$ cat src/rtl/sort_pkg.sv
// sort_pkg: elaboration-time helpers shared by the bitonic sorting pipeline.
//   clog2          - ceiling log2 of a positive integer
//   bitonic_stages - number of compare-exchange steps for a NUM-key network
//   stage_phase    - merge phase p (block size 2**p) that step s belongs to
//   stage_dist     - log2 of the partner distance used by step s
//   pair_lo        - lower lane index of compare pair m at a given distance
//   pair_desc      - native (pre-desc-flip) direction of a pair in a phase
package sort_pkg;

  function automatic int clog2(input int n);
    int r;
    r = 0;
    for (int i = 0; i < 31; i++) begin
      if ((1 << i) < n) r = i + 1;
    end
    return r;
  endfunction

  function automatic int bitonic_stages(input int num);
    int lg;
    lg = clog2(num);
    return lg * (lg + 1) / 2;
  endfunction

  // Steps are numbered in network order: phase p = 1..lg, and within each
  // phase the distance exponent runs from p-1 down to 0.
  function automatic int stage_phase(input int num, input int s);
    int r;
    int cnt;
    r = 0;
    cnt = 0;
    for (int p = 1; p <= clog2(num); p++) begin
      for (int q = p - 1; q >= 0; q--) begin
        if (cnt == s) r = p;
        cnt++;
      end
    end
    return r;
  endfunction

  function automatic int stage_dist(input int num, input int s);
    int r;
    int cnt;
    r = 0;
    cnt = 0;
    for (int p = 1; p <= clog2(num); p++) begin
      for (int q = p - 1; q >= 0; q--) begin
        if (cnt == s) r = q;
        cnt++;
      end
    end
    return r;
  endfunction

  // Insert a zero at bit position db of m: enumerates the lanes whose
  // partner (lane | 2**db) is above them, giving NUM/2 disjoint pairs.
  function automatic int pair_lo(input int m, input int db);
    return ((m >> db) << (db + 1)) | (m & ((1 << db) - 1));
  endfunction

  // Blocks of size 2**phase alternate ascending/descending; in the last
  // phase every lane index is below the block size, so all pairs ascend.
  function automatic bit pair_desc(input int lo, input int phase);
    return bit'((lo >> phase) & 1);
  endfunction

endpackage

$ cat src/rtl/sort_cas.sv
// sort_cas: one combinational compare-and-swap cell.
//   a, b   - keys on the lower and upper lane of the pair
//   dir    - 0: lo receives the smaller key, 1: lo receives the larger key
//   lo, hi - keys routed back to the lower and upper lane
// Equal keys are never exchanged.
module sort_cas #(
  parameter int WIDTH  = 16,
  parameter int SIGNED = 0
) (
  input  logic [WIDTH-1:0] a,
  input  logic [WIDTH-1:0] b,
  input  logic             dir,
  output logic [WIDTH-1:0] lo,
  output logic [WIDTH-1:0] hi
);

  logic aGtB;
  logic aLtB;
  logic swap;

  if (SIGNED != 0) begin : g_signed
    assign aGtB = $signed(a) > $signed(b);
    assign aLtB = $signed(a) < $signed(b);
  end else begin : g_unsigned
    assign aGtB = a > b;
    assign aLtB = a < b;
  end

  assign swap = dir ? aLtB : aGtB;
  assign lo   = swap ? b : a;
  assign hi   = swap ? a : b;

endmodule

$ cat src/rtl/sort_pipe.sv
// sort_pipe: pipelined bitonic sorter, one register rank per compare step.
//   clock, reset         - sole clock, asynchronous active-high reset
//   in_valid/in_ready    - input handshake; in_ready ignores in_valid
//   in_desc, in_data     - per-vector order select, NUM keys of WIDTH bits
//   out_valid/out_ready  - output handshake, driven straight from last rank
//   out_desc, out_data   - carried order bit and sorted keys (lane 0 first)
//   occupancy            - vectors currently held in the pipeline
module sort_pipe
  import sort_pkg::*;
#(
  parameter int NUM    = 4,
  parameter int WIDTH  = 16,
  parameter int SIGNED = 0
) (
  input  logic                                     clock,
  input  logic                                     reset,
  input  logic                                     in_valid,
  output logic                                     in_ready,
  input  logic                                     in_desc,
  input  logic [NUM*WIDTH-1:0]                     in_data,
  output logic                                     out_valid,
  input  logic                                     out_ready,
  output logic                                     out_desc,
  output logic [NUM*WIDTH-1:0]                     out_data,
  output logic [clog2(bitonic_stages(NUM)+1)-1:0]  occupancy
);

  localparam int STAGES = bitonic_stages(NUM);
  localparam int OCCW   = clog2(STAGES + 1);

  logic [STAGES:1]                     valid_q;
  logic [STAGES:1]                     desc_q;
  logic [STAGES:1][NUM-1:0][WIDTH-1:0] data_q;
  logic [OCCW-1:0]                     occ_q;
  logic [OCCW-1:0]                     occ_d;

  logic [STAGES-1:0][NUM-1:0][WIDTH-1:0] stageIn;
  logic [STAGES-1:0][NUM-1:0][WIDTH-1:0] stageOut_d;
  logic [STAGES-1:0]                     stageValid;
  logic [STAGES-1:0]                     stageDesc;
  logic [STAGES:1]                       en;
  logic                                  advance;
  logic                                  accept;
  logic                                  transfer;

  // Step s reads rank s (rank 0 is the input port) and feeds rank s+1.
  for (genvar s = 0; s < STAGES; s++) begin : g_stage
    localparam int PH = stage_phase(NUM, s);
    localparam int DB = stage_dist(NUM, s);

    if (s == 0) begin : g_head
      assign stageIn[s]    = in_data;
      assign stageValid[s] = in_valid;
      assign stageDesc[s]  = in_desc;
    end else begin : g_body
      assign stageIn[s]    = data_q[s];
      assign stageValid[s] = valid_q[s];
      assign stageDesc[s]  = desc_q[s];
    end

    for (genvar m = 0; m < NUM / 2; m++) begin : g_cell
      localparam int LO = pair_lo(m, DB);
      localparam int HI = LO + (1 << DB);
      localparam bit PD = pair_desc(LO, PH);

      // Flipping every pair's direction mirrors the whole network,
      // which turns the ascending sort into a descending one.
      sort_cas #(
        .WIDTH  (WIDTH),
        .SIGNED (SIGNED)
      ) u_cas (
        .a   (stageIn[s][LO]),
        .b   (stageIn[s][HI]),
        .dir (PD ^ stageDesc[s]),
        .lo  (stageOut_d[s][LO]),
        .hi  (stageOut_d[s][HI])
      );
    end
  end

  // A rank may load when it is empty or its successor is loading, so
  // bubbles collapse even while the output is stalled.
  always_comb begin
    en          = '0;
    advance     = out_ready | ~valid_q[STAGES];
    en[STAGES]  = advance;
    for (int k = STAGES - 1; k >= 1; k--) begin
      en[k] = ~valid_q[k] | en[k+1];
    end
  end

  assign in_ready = en[1];
  assign accept   = in_valid & en[1];
  assign transfer = valid_q[STAGES] & out_ready;

  always_comb begin
    occ_d = occ_q;
    if (accept && !transfer) begin
      occ_d = occ_q + OCCW'(1);
    end else if (!accept && transfer) begin
      occ_d = occ_q - OCCW'(1);
    end
  end

  // Payload is only captured alongside a valid bit, so a bubble never
  // pulls undriven input data into the pipe.
  always_ff @(posedge clock or posedge reset) begin
    if (reset) begin
      valid_q <= '0;
      desc_q  <= '0;
      data_q  <= '0;
      occ_q   <= '0;
    end else begin
      for (int k = 1; k <= STAGES; k++) begin
        if (en[k]) begin
          valid_q[k] <= stageValid[k-1];
          if (stageValid[k-1]) begin
            desc_q[k] <= stageDesc[k-1];
            data_q[k] <= stageOut_d[k-1];
          end
        end
      end
      occ_q <= occ_d;
    end
  end

  assign out_valid = valid_q[STAGES];
  assign out_desc  = desc_q[STAGES];
  assign out_data  = data_q[STAGES];
  assign occupancy = occ_q;

endmodule

$ cat config.mk
export PLATFORM = sky130hd
export DESIGN_NAME = sort_pipe
export DESIGN_NICKNAME = d
export VERILOG_FILES = /design/src/rtl/sort_pkg.sv /design/src/rtl/sort_cas.sv /design/src/rtl/sort_pipe.sv
export SDC_FILE = /design/constraint.sdc
export NUM_CORES = 1
export LEC_CHECK = 0
export BUFFER_PORTS_ARGS = -buffer_cell sky130_fd_sc_hd__buf_2
export CAP_MARGIN = 40
export CORE_ASPECT_RATIO = 0.75
export CORE_UTILIZATION = 24
export CTS_BUF_LIST = sky130_fd_sc_hd__clkbuf_16
export CTS_CLUSTER_SIZE = 14
export DETAILED_ROUTE_END_ITERATION = 6
export SYNTH_ARGS = -nofsm -noshare
export SYNTH_HDL_FRONTEND = slang
export SYNTH_SLANG_ARGS = --single-unit
$ cat constraint.sdc
create_clock -name clock -period 10.3 [get_ports clock]
set_input_delay 2.575 -clock clock [delete_from_list [all_inputs] [get_ports clock]]
set_output_delay 2.575 -clock clock [all_outputs]
set_load 0.02 [all_outputs]
==> results.py <==
metrics = {
    "status": {
        "outcome": "completed",
    },
    "pwr": {
        "net-switching-power_mw": 1.72,
        "seqPwrFrac_pct": 39.0,
        "intPower_mw": 2.15,
        "sw_frac_of_total_pct": 44.5,
        "p_leak_nw": 6.30,
        "pwr-share-clk_pct": 18.1,
        "p_per_area_mw_per_mm2": 273,
        "vdd_drop_max_v": 0.000187,
        "p_total_mw": 3.87,
        "pwr-share-comb_pct": 42.9,
    },
    "worst_setup_path": {
        "r2r-end": "out_data[53]$_DFFE_PP0P_",
        "rr_worst_depth": 10,
        "crit_fanout": 3,
        "endpoint_kind": "output pin",
        "required_ns": 7.73,
        "reg2reg_from": "data_q[123]$_DFFE_PP0P_",
        "worst_setup_path_start_kind": "input pin",
        "path_class": "input pin to output pin",
        "critPathArrivalTime_ns": 3.15,
        "reg2reg_setup_slack_ns": 6.72,
    },
    "clocking": {
        "clk-insertion-delay-late_ns": 0.46,
        "post-cts-setup-buffers": 0,
        "ctsResizeCount": 0,
        "cts_tree": "built",
        "cts.sinks": 200,
        "h-tree-depth": 4,
        "cts_made_buffers": 17,
        "cts_hold_buf": 0,
        "clk_transition_reported_paths_ns": 0.08,
        "cts_max_path_buffers": 2,
        "cts_root_buf": "clkbuf_16",
    },
    "detailed_routing": {
        "drc": 0,
        "final_antenna_net_count": 0,
        "wl_per_cell_um": 20.9,
        "drt_wl_total_mm": 42.9,
        "vias": 10800,
        "drt-initial-drc-count": 1051,
        "viasPerCell": 5.28,
        "dr.pass1.iters": 5,
    },
    "global_route": {
        "grt_remaining_overflow": 0,
        "grt_pass1_wl_mm": 64.9,
        "antenna_found_initial": 0,
        "grt_pass1_vias": 10200,
        "grt_usage_pct": 16.3,
        "grt_max_degree": 97,
    },
    "die": {
        "die_area_mm2": 0.0531,
        "io_pins": 138,
        "rows": 72,
        "core_mm2": 0.0515,
        "die_y_um": 200,
        "initial_core_util_pct": 24.3,
        "die_w_um": 266,
    },
    "final_layout": {
        "design_area_mm2": 0.0142,
        "area_growth_pct": 13.2,
        "diodes": 0,
        "fillers": 5550,
        "layout-drive-gt1-share_pct": 15.4,
        "fin_nets": 1500,
    },
    "min_path": {
        "hp-class": "flip-flop to flip-flop",
        "min_path_cells": 1,
        "hold_path_end": "occupancy[1]$_DFFE_PP0P_",
        "worstHoldStart": "occupancy[1]$_DFFE_PP0P_",
    },
    "synth": {
        "seq_area_frac_synth_pct": 39.9,
        "ys.flop_type": "dfrtp_1",
        "ys_seq_elements": 200,
        "syn_avg_cell_area_um2": 9.54,
        "synth_cell_type_count": 46,
        "syn-num-nets": 1479,
        "synth_edf_count": 0,
        "syn_area_mm2": 0.0125,
        "synthArstFlopShare_pct": 100,
        "synthCells": 1313,
        "yosys_warnings": 0,
    },
    "timing": {
        "relSlewSlack_pct": 46.8,
        "post-route-min-period_ns": 5.73,
        "rsz0062_at_grt": "no",
        "hold_ws_ns": 0.471,
        "setup-violations-final": 0,
        "finalMaxSlewViolations": 0,
        "finalHoldViolCount": 0,
        "setup_ws_ns": 4.57,
        "fmaxAchievable_mhz": 175,
        "skew_ns": 0.0146,
        "finalCritPeriodShare_pct": 55.6,
        "worstMarginPinSlew_ns": 0.798,
        "fin_tns_setup_ns": 0,
    },
    "place": {
        "pre_cts_ws_ns": 4.57,
        "io_buffers": 137,
        "place_congestion": 0.896,
        "place_hpwl_mm": 32.5,
        "place_area_mm2": 0.0136,
    },
    "job": {
        "cap_violations": 0,
    },
}
worst max-delay path by stage:
stage                      from                      to  slack, ns  depth (start not counted)
floorplan                 reset   data_q[0]$_DFFE_PP0P_       2.27                          1
detailed placement    out_ready                in_ready       4.57                          4
finish                out_ready                in_ready       4.57                          4
CTS                   out_ready                in_ready       4.57                          4
global route          out_ready                in_ready       4.51                          4
global placement    in_data[61]  data_q[45]$_DFFE_PP0P_       4.25                          9
power by group through the flow:
stage | clock network, mW | registers (mW) | logic [mW]
6_report | 0.701 | 1.51 | 1.66
5_1_grt | 0.745 | 1.54 | 1.83
4_1_cts | 0.716 | 1.49 | 1.67
3_5_place_dp | 0 | 1.50 | 1.66
3_3_place_gp | 0 | 1.49 | 1.57
2_1_floorplan | 0 | 1.27 | 1.36
metal layers:
metal  global-route usage [%]  vias up  routed length [um]
met4                     4.43        0                 761
met5                        0        -                   0
met3                     5.75       48                4600
li1                         -     4918                   -
met2                     22.5      445               17300
met1                     23.6     5412               20200
stage by stage:
| step | utilization, % | std cells |
|---|---|---|
| after floorplan | - | 1313 |
| after global routing | 27.5 | 2050 |
| after CTS | 27.5 | 2050 |
| after global placement | 26.0 | 2008 |
| final | 27.5 | 2050 |
| after detailed placement | 26.4 | 2018 |
sequential cells by signal, indices dropped and copies added (netlist names):
register	cells
desc_q	3
valid_q	3
data_q	128
occupancy	2
out_data	64
logic make-up after synthesis:
family / Yosys count / synth area share, %
DFF: 200 / 39.9
xor gates and xnor gates: 3 / 0.210
buffers and inverters: 268 / 10.2
and+or+nand+nor: 338 / 12.5
adders and majority gates: 97 / 9.69
AOI/OAI and AO/OA: 373 / 24.7
muxes: 34 / 2.73
synthesized netlist by cell type (2+ instances only):
| cell type | number | area [um2] |
|---|---|---|
| a211oi_1 | 18 | 135 |
| and2_1 | 63 | 394 |
| mux2i_1 | 33 | 330 |
| o211ai_1 | 36 | 270 |
| nor2b_1 | 6 | 37.5 |
| nor2_1 | 13 | 48.8 |
| a221oi_1 | 2 | 17.5 |
| nor4_1 | 4 | 25.0 |
| nand3_1 | 6 | 30.0 |
| a21o_1 | 3 | 22.5 |
| buf_4 | 64 | 480 |
| ha_1 | 97 | 1210 |
| a22oi_1 | 2 | 15.0 |
| dfrtp_1 | 200 | 5000 |
| nand4_1 | 28 | 175 |
| nand2_1 | 204 | 766 |
| nand2b_1 | 4 | 25.0 |
| inv_1 | 106 | 398 |
| nor3_1 | 4 | 20.0 |
| o2111ai_1 | 64 | 561 |
| xor2_1 | 2 | 17.5 |
| o221ai_1 | 2 | 17.5 |
| a221o_1 | 128 | 1280 |
| o21a_1 | 2 | 15.0 |
| o21ai_0 | 16 | 80.1 |
| and3_1 | 4 | 25.0 |
| o41ai_1 | 2 | 17.5 |
| a31oi_1 | 2 | 12.5 |
| buf_2 | 12 | 60.1 |
| buf_6 | 3 | 33.8 |
| a21oi_1 | 54 | 270 |
| clkbuf_1 | 81 | 304 |
| a2111o_1 | 4 | 45.0 |
| o311ai_0 | 32 | 280 |
layout make-up:
class | count | area [um2] | share of cell area [%]
multi-input combinational | 845 | 6300 | 44.4
sequential | 200 | 5000 | 35.3
timing repair buffer | 163 | 998 | 7.04
tap | 703 | 880 | 6.20
clock buffer | 17 | 425 | 3.00
inverter | 107 | 409 | 2.88
clock inverter | 15 | 164 | 1.16
layout by cell type, fill, tap and decap left out, types with 18 or more instances in the layout:
| cell type | instances |
|---|---|
| nand4_1 | 28 |
| nand2_1 | 201 |
| mux2i_1 | 32 |
| o211ai_1 | 36 |
| o311ai_0 | 32 |
| dfrtp_1 | 200 |
| inv_1 | 105 |
| o2111ai_1 | 64 |
| ha_1 | 97 |
| and2_1 | 63 |
| a221o_1 | 128 |
| buf_2 | 137 |
| a211oi_1 | 18 |
| a21oi_1 | 53 |
worst max-delay path, stage by stage:
cell	delay, ns
buf_2	0.11
nor2b_1	0.14
nand3_1	0.14
buf_2	0.19
No activity file was read; power rests on OpenSTA's default activity.
